<file path="config.mk">
export PLATFORM = sky130hd
export DESIGN_NAME = tristate_bus_arbiter
export DESIGN_NICKNAME = d
export VERILOG_FILES = /design/src/rtl/tristate_bus_arbiter.sv
export SDC_FILE = /design/constraint.sdc
export NUM_CORES = 1
export LEC_CHECK = 0
export CAP_MARGIN = 20
export CORE_MARGIN = 2
export CORE_UTILIZATION = 25
export CTS_CLUSTER_SIZE = 14
export DETAILED_ROUTE_END_ITERATION = 6
export GPL_ROUTABILITY_DRIVEN = 0
export PLACE_DENSITY = 0.5
export SLEW_MARGIN = 20
export SYNTH_ARGS = -nofsm -noshare
export SYNTH_HDL_FRONTEND = slang
export SYNTH_SLANG_ARGS = --single-unit
</file>
<file path="constraint.sdc">
create_clock -name clk -period 1.6 [get_ports clk]
set_input_delay 0.48 -clock clk [delete_from_list [all_inputs] [get_ports clk]]
set_output_delay 0.48 -clock clk [all_outputs]
set_load 0.05 [all_outputs]
</file>
<file path="src/rtl/tristate_bus_arbiter.sv">
// Round-robin owner selection for a shared tristate bus with a mandatory
// all-off dead time after every drive period so bufif drivers never overlap.
module tristate_bus_arbiter #(
    parameter int N_REQ    = 2,
    parameter int DEAD_CYC = 2,
    parameter int MAX_HOLD = 8
) (
    input  logic                       clk,
    input  logic                       rst,
    input  logic [N_REQ-1:0]           req,
    output logic [N_REQ-1:0]           drive_en,
    output logic [$clog2(N_REQ)-1:0]   sel,
    output logic                       busy
);
    localparam int SEL_W  = $clog2(N_REQ);
    localparam int HOLD_W = (MAX_HOLD > 1) ? $clog2(MAX_HOLD) : 1;
    localparam int DEAD_W = (DEAD_CYC > 1) ? $clog2(DEAD_CYC) : 1;

    typedef enum logic [1:0] {IDLE, DRIVE, TURN} state_t;

    state_t             state_reg, state_next;
    logic [SEL_W-1:0]   sel_reg, sel_next;
    logic [SEL_W-1:0]   ptr_reg, ptr_next;
    logic [HOLD_W-1:0]  hold_cnt_reg, hold_cnt_next;
    logic [DEAD_W-1:0]  dead_cnt_reg, dead_cnt_next;
    logic [N_REQ-1:0]   drive_en_reg, drive_en_next;
    logic               busy_reg, busy_next;

    logic [N_REQ-1:0]   sel_onehot;
    logic [N_REQ-1:0]   sel_next_onehot;
    logic               owner_req;
    logic               other_req;
    logic               hold_last;
    logic               dead_last;
    logic               hi_found;
    logic [SEL_W-1:0]   hi_idx;
    logic [SEL_W-1:0]   lo_idx;
    logic [SEL_W-1:0]   win_idx;

    for (genvar gi = 0; gi < N_REQ; gi++) begin : g_dec
        assign sel_onehot[gi]      = (sel_reg  == SEL_W'(gi));
        assign sel_next_onehot[gi] = (sel_next == SEL_W'(gi));
    end

    assign owner_req = |(req & sel_onehot);
    assign other_req = |(req & ~sel_onehot);
    assign hold_last = (hold_cnt_reg == HOLD_W'(MAX_HOLD - 1));
    assign dead_last = (dead_cnt_reg == DEAD_W'(DEAD_CYC - 1));

    // Round-robin: lowest set bit above ptr, otherwise lowest set bit overall.
    // The previous owner sits last in this order, so it is re-granted only
    // when nobody else is asking.
    always_comb begin
        hi_found = 1'b0;
        hi_idx   = '0;
        lo_idx   = '0;
        for (int i = N_REQ - 1; i >= 0; i--) begin
            if (req[i] && (SEL_W'(i) > ptr_reg)) begin
                hi_found = 1'b1;
                hi_idx   = SEL_W'(i);
            end
            if (req[i]) begin
                lo_idx = SEL_W'(i);
            end
        end
        win_idx = hi_found ? hi_idx : lo_idx;
    end

    always_comb begin
        state_next    = state_reg;
        sel_next      = sel_reg;
        ptr_next      = ptr_reg;
        hold_cnt_next = hold_cnt_reg;
        dead_cnt_next = dead_cnt_reg;
        case (state_reg)
            IDLE: begin
                if (|req) begin
                    state_next    = DRIVE;
                    sel_next      = win_idx;
                    ptr_next      = win_idx;
                    hold_cnt_next = '0;
                end
            end
            DRIVE: begin
                if (!owner_req || (hold_last && other_req)) begin
                    state_next    = TURN;
                    dead_cnt_next = '0;
                end else if (!hold_last) begin
                    hold_cnt_next = hold_cnt_reg + 1'b1;
                end
            end
            TURN: begin
                if (dead_last) begin
                    if (|req) begin
                        state_next    = DRIVE;
                        sel_next      = win_idx;
                        ptr_next      = win_idx;
                        hold_cnt_next = '0;
                    end else begin
                        state_next = IDLE;
                    end
                end else begin
                    dead_cnt_next = dead_cnt_reg + 1'b1;
                end
            end
            default: state_next = IDLE;
        endcase
        drive_en_next = (state_next == DRIVE) ? sel_next_onehot : '0;
        busy_next     = (state_next != IDLE);
    end

    always_ff @(posedge clk) begin
        if (rst) begin
            state_reg    <= IDLE;
            sel_reg      <= '0;
            ptr_reg      <= SEL_W'(N_REQ - 1);
            hold_cnt_reg <= '0;
            dead_cnt_reg <= '0;
            drive_en_reg <= '0;
            busy_reg     <= 1'b0;
        end else begin
            state_reg    <= state_next;
            sel_reg      <= sel_next;
            ptr_reg      <= ptr_next;
            hold_cnt_reg <= hold_cnt_next;
            dead_cnt_reg <= dead_cnt_next;
            drive_en_reg <= drive_en_next;
            busy_reg     <= busy_next;
        end
    end

    assign drive_en = drive_en_reg;
    assign sel      = sel_reg;
    assign busy     = busy_reg;
endmodule

</file>
# Word level (Yosys, flattened, before mapping)
# Index checks and enable logic that the tools add are counted.
# classes
magnitude_cmp,2
muxes,25
reduce_logical,17
multipliers,0
addsub,2
n_eq_ne,8
div,0
shift,0
n_bitwise,6
# ops
operator,count
$mux 1,13
$mux 3,4
$pmux 3 s3,1
$ne 2x2->1 const B,4
$reduce_or 2->1,4
$mux 2,3
$pmux 1 s2,3
$pmux 2 s3,1
$reduce_bool 2->1,3
$and 2x2->2,2
$eq 2x1->1 const B,2
$reduce_and 2->1,2
$reduce_and 4->1,1
$add 3x1->3 const B,1
$eq 3x3->1 const B,1
$logic_and 1x1->1,3
$not 1->1,3
$reduce_bool 3->1,1
$eq 2x2->1 const B,1
$gt 1x1->1 const A,2
$logic_not 2->1,1
$not 2->2,1
$add 1x1->1 const B,1
$logic_not 1->1,1
$logic_or 1x1->1,1
# word_totals
reg_bits,11
ramBits,0
rom_bits,0
latch_bits,0
n_memories,0

# Logic depth before layout (Yosys ltp)
# depth
ltp_word,11
depth_mapped,6
ltp_nobuf,6

# Worst setup path before layout
# OpenSTA, ideal clock, no wires.
# synth_timing
kind,reg-to-reg
startpoint,"reg sel_reg, in the netlist sel"
endpoint,reg hold_cnt_reg[1]
path_stages_with_launch,5
arrival_ns,1.343
setup_ns,0.069
required_ns,1.531
path_slack_ns,0.188
n_path_buf,0
path_cell_list,dfxtp_1 > mux2_4 > a21oi_2 > nor2_2 > o21ai_1
# synth_between
elab_chain_cells,8
# synth_lines
item,line,source
from (decl),22,"logic [SEL_W-1:0] sel_reg, sel_next;"
from (signal assigned),123,sel_reg <= sel_next;
$not 1->1,41,assign sel_onehot[gi] = (sel_reg == SEL_W'(gi));
$not 2->2,46,assign other_req = |(req & ~sel_onehot);
$and 2x2->2,46,
$reduce_or 2->1,46,
$logic_and 1x1->1,85,if (!owner_req || (hold_last && other_req)) begin
$logic_or 1x1->1 *,85,
$ne 2x2->1 (no source line) *,n/a,
$reduce_and 4->1 (no source line) *,n/a,
to (signal assigned),125,hold_cnt_reg <= hold_cnt_next;
to (decl),24,"logic [HOLD_W-1:0] hold_cnt_reg, hold_cnt_next;"
# Mark *: on every way between the ends. The rest lies on a longest branch, timed or not.
# A chain may end at the register's enable or synchronous reset.

# Worst setup path in the final report
# layout_timing
startpoint,in req[0]
endpoint,reg hold_cnt_reg[0]
# layout_between
elab_chain_cells,6
# layout_lines
item,line,source
from (decl),10,"input logic [N_REQ-1:0] req,"
"$and 2x2->2, on equally long branches","45, 46",
"$reduce_or 2->1, on equally long branches","45, 46",
$logic_not 1->1 or $logic_and 1x1->1 (tied branches),85,
$logic_or 1x1->1,85,
$ne 2x2->1 (no source line),n/a,
$reduce_and 4->1 (no source line),n/a,
# Parallel ways exist; a longest one is shown, timed or not. The select of a mux whose other input is x is not followed.

==> results.md <==
Run status:
- The run finished with clean final reports.

Place:
- The half-perimeter wire length after placement is 751.1 um.
- Once placement finished, the instance area stood at 700.7 um^2.
- Input and output buffers added on the ports amount to 7.
- The worst setup slack before clock tree synthesis is -0.1791 ns.

Layout:
- The number of diodes added for antenna fixing is 0.
- The signed area change from the synthesized netlist to the final layout is 36.71%.
- In the final design database the tool counted 76 nets.
- The post-route netlist has between 30% and 40% of its cells at a drive strength greater than 1.
- The area of all placed cells without fillers is 726.9 um^2.
- The register with the most flip-flops in the layout has 3 of them.

Critical path:
- The worst setup path is captured at a register.
- The startpoint kind of the worst setup timing path is an input port.
- For the worst setup path, the data arrival time is about 1.7 ns.
- The largest fanout on the critical path is 4.
- The setup path with the least slack is of type in2reg.
- At the worst endpoint, the required time is 1.76 ns.

Synth:
- Of all flip-flops after synthesis, the portion carrying an async set or reset was 0%.
- The area share of xor/xnor cells in the synthesized design is 0%.
- The post-synthesis cell area is 531.8 um^2.
- The most used flip-flop cell after synthesis is dfxtp_1.
- The synthesized netlist devotes between 4 and 5% of its cell area to adder and majority cells.
- The number of nets in the synthesized netlist is 61.
- The synthesized area divided by synthesized cell count is 9.668 um^2.
- Summing the areas of all and, or, nand and nor instances in the mapped netlist gives 32.24% of the synthesized area.
- Counting flops with a built-in enable in the synthesized netlist gives 0.
- After synthesis, flip-flops and latches occupy between 40 and 50% of the total area.
- The number of distinct library cells after synthesis is 29.
- For this run, the number of Yosys warnings is 0.
- The mux share of post-synthesis cell area is 2.824%.
- The synthesized instance count is 55.
- The dominant combinational cell family by area after synthesis is simple AND/OR/NAND/NOR gates.
- The complex-gate fraction of the synthesized area is 15.06%.
- In this run, synthesis produced a sequential element count of 11.

Route:
- The wire length per cell after detailed routing is 10.18 um.
- The post-detailed-routing wire length is approximately 980 um.
- The detailed router finished its first iteration with 3 violations.
- Dividing the detail-routed via count by the number of cells gives about 4.2.
- The routed via count is 406.
- The first detailed-routing pass took 2 iterations.
- The number of DRC violations after detailed routing is 0.
- The count of nets left with antenna violations once routing finished came out at 0.

Clock network:
- TritonCTS built the clock tree.
- The root cell of the clock tree is clkbuf_4.
- In this run, post-CTS repair resized a total of 0 instances.
- The count of clock tree sinks is 11.
- The number of levels the H-tree was split into is 1.
- Clock latency on the worst-skew pair, taken at its later pin, is 0.27 ns.
- Hold repair after CTS inserted 0 buffers.
- The number of buffers inserted to repair setup after CTS is 0.
- The clock edge transition at the registers on the reported setup and hold paths is ~0.07 ns.
- The largest buffer count on any clock path is 2.
- Buffers inserted during clock tree synthesis total 3.

Global route:
- The first-pass GRT wire length is 1773 um.
- The number of global-route vias before repair is 396.
- The largest net degree at the start of global routing is 12.
- The residual overflow from global routing is 0.
- The initial antenna violation count is 0.
- Across every metal layer, demand over resource in global routing totals 9.722%.

STA:
- Derived from the worst setup path, the maximum achievable clock frequency is 673.6 MHz.
- The final count of hold timing violations is 0.
- Setup repair after global routing left no endpoint under its margin.
- In the post-route analysis, the smallest setup slack over all paths is approximately 0.12 ns.
- The count of pins over their slew limit is 0.
- Measured against its own limit, the worst slew margin works out to 80.41%.
- The total negative slack for setup checks is 0 ns.
- The measured slew at the worst slew-check pin is roughly 0.29 ns.
- Of the available clock period, the critical path in the final layout requires between 90% and 100%.
- The clock arrives with 0.01116 ns of skew.
- After layout, the minimum clock period comes to roughly 1.5 ns.
- The count of final setup violators is 0.

Floorplanning:
- The floorplan core area is ~0.0020 mm^2.
- The width of the chip is 50.12 um.
- The die footprint is 0.002512 mm^2.
- From bottom edge to top edge, the die measures 50.12 um.
- The standard-cell row count is 16.
- For this design the top-level I/O count stands at 8.
- The effective utilization at floorplan is 26.83%.

Hold path:
- The path class of the tightest hold or removal check is reg2reg.

Pwr:
- IR analysis of the VDD net gives a maximum drop of 542.8 uV.
- For this design the ratio of total power to cell area is 1013 mW/mm^2.
- The static leakage is 0.2895 nW.
- Power comes to 0.7360 mW.

Flow run:
- The tool flagged a number of max-cap violations equal to 0.
cells in the final DEF, fill, tap and decap left out, types with 2 or more instances in the layout:
master / netlist / final
nand2b_1: 3 / 3
buf_12: 0 / 4
clkbuf_4: 0 / 3
nor2_1: 5 / 5
nand2_1: 5 / 5
a21oi_1: 2 / 2
inv_1: 3 / 3
nand3_1: 2 / 2
buf_4: 0 / 4
ha_1: 2 / 2
clkdlybuf4s50_1: 0 / 3
dfxtp_1: 11 / 11
o21ai_1: 2 / 2
metrics by stage:
stage | util [%] | cells | hold slack [ns]
2_1_floorplan | - | 55 | 0.4457
3_3_place_gp | 35.35 | 92 | 0.4591
3_5_place_dp | 35.35 | 92 | 0.4710
4_1_cts | 36.68 | 96 | 0.4816
5_1_grt | 36.68 | 96 | 0.5305
6_report | 36.68 | 96 | 0.4815
path summary, 6_finish.rpt:
| check | start | endpoint | slack (ns) | cells past startpoint |
|---|---|---|---|---|
| max | req[0] | hold_cnt_reg[0]$_SDFFE_PP0P_ | 0.12 | 5 |
| min | hold_cnt_reg[1]$_SDFFE_PP0P_ | hold_cnt_reg[1]$_SDFFE_PP0P_ | 0.48 | 2 |
| max reg2reg | hold_cnt_reg[0]$_SDFFE_PP0P_ | drive_en[0]$_SDFF_PP0_ | 0.17 | 6 |
| min reg2reg | hold_cnt_reg[1]$_SDFFE_PP0P_ | hold_cnt_reg[1]$_SDFFE_PP0P_ | 0.48 | 2 |
worst max-delay path, cell delays in order:
cell             delay (ns)
clkdlybuf4s50_1        0.54
nor2_1                 0.10
o32a_1                 0.30
nor2_2                 0.14
o22ai_1                0.10
routing by layer:
metal	up-vias	wire length (um)	track usage, %
li1	220	-	-
met1	178	495	12.59
met2	6	423	12.94
met3	2	43	4.545
met4	0	14	5.556
met5	-	0	0
synthesized netlist by cell type (2+ instances only):
library cell	instances	share of area [%]
a21oi_1	2	1.9
dfxtp_1	11	41
ha_1	2	4.7
inv_1	3	2.1
nand2_1	5	3.5
nand2b_1	3	3.5
nand3_1	2	1.9
nor2_1	5	3.5
o21ai_1	2	1.9
logic make-up after synthesis:
family / Yosys count
adders and majority gates: 2
AOI/OAI and AO/OA: 11
buffers and inverters: 5
muxes: 1
and+or+nand+nor: 25
DFF: 11
cell type report:
class / instances / area, um^2
fill: 207 / 1255
multi-input combinational: 39 / 291.5
sequential: 11 / 220.2
timing repair buffer: 11 / 140.1
tap: 27 / 33.78
clock buffer: 4 / 26.28
inverter: 4 / 15.01
where the power goes:
| group | internal [mW] | switching, mW |
|---|---|---|
| combinational | 0.115 | 0.109 |
| sequential | 0.298 | 0.0249 |
| clock | 0.0965 | 0.0913 |
No activity file was read; power rests on OpenSTA's default activity.
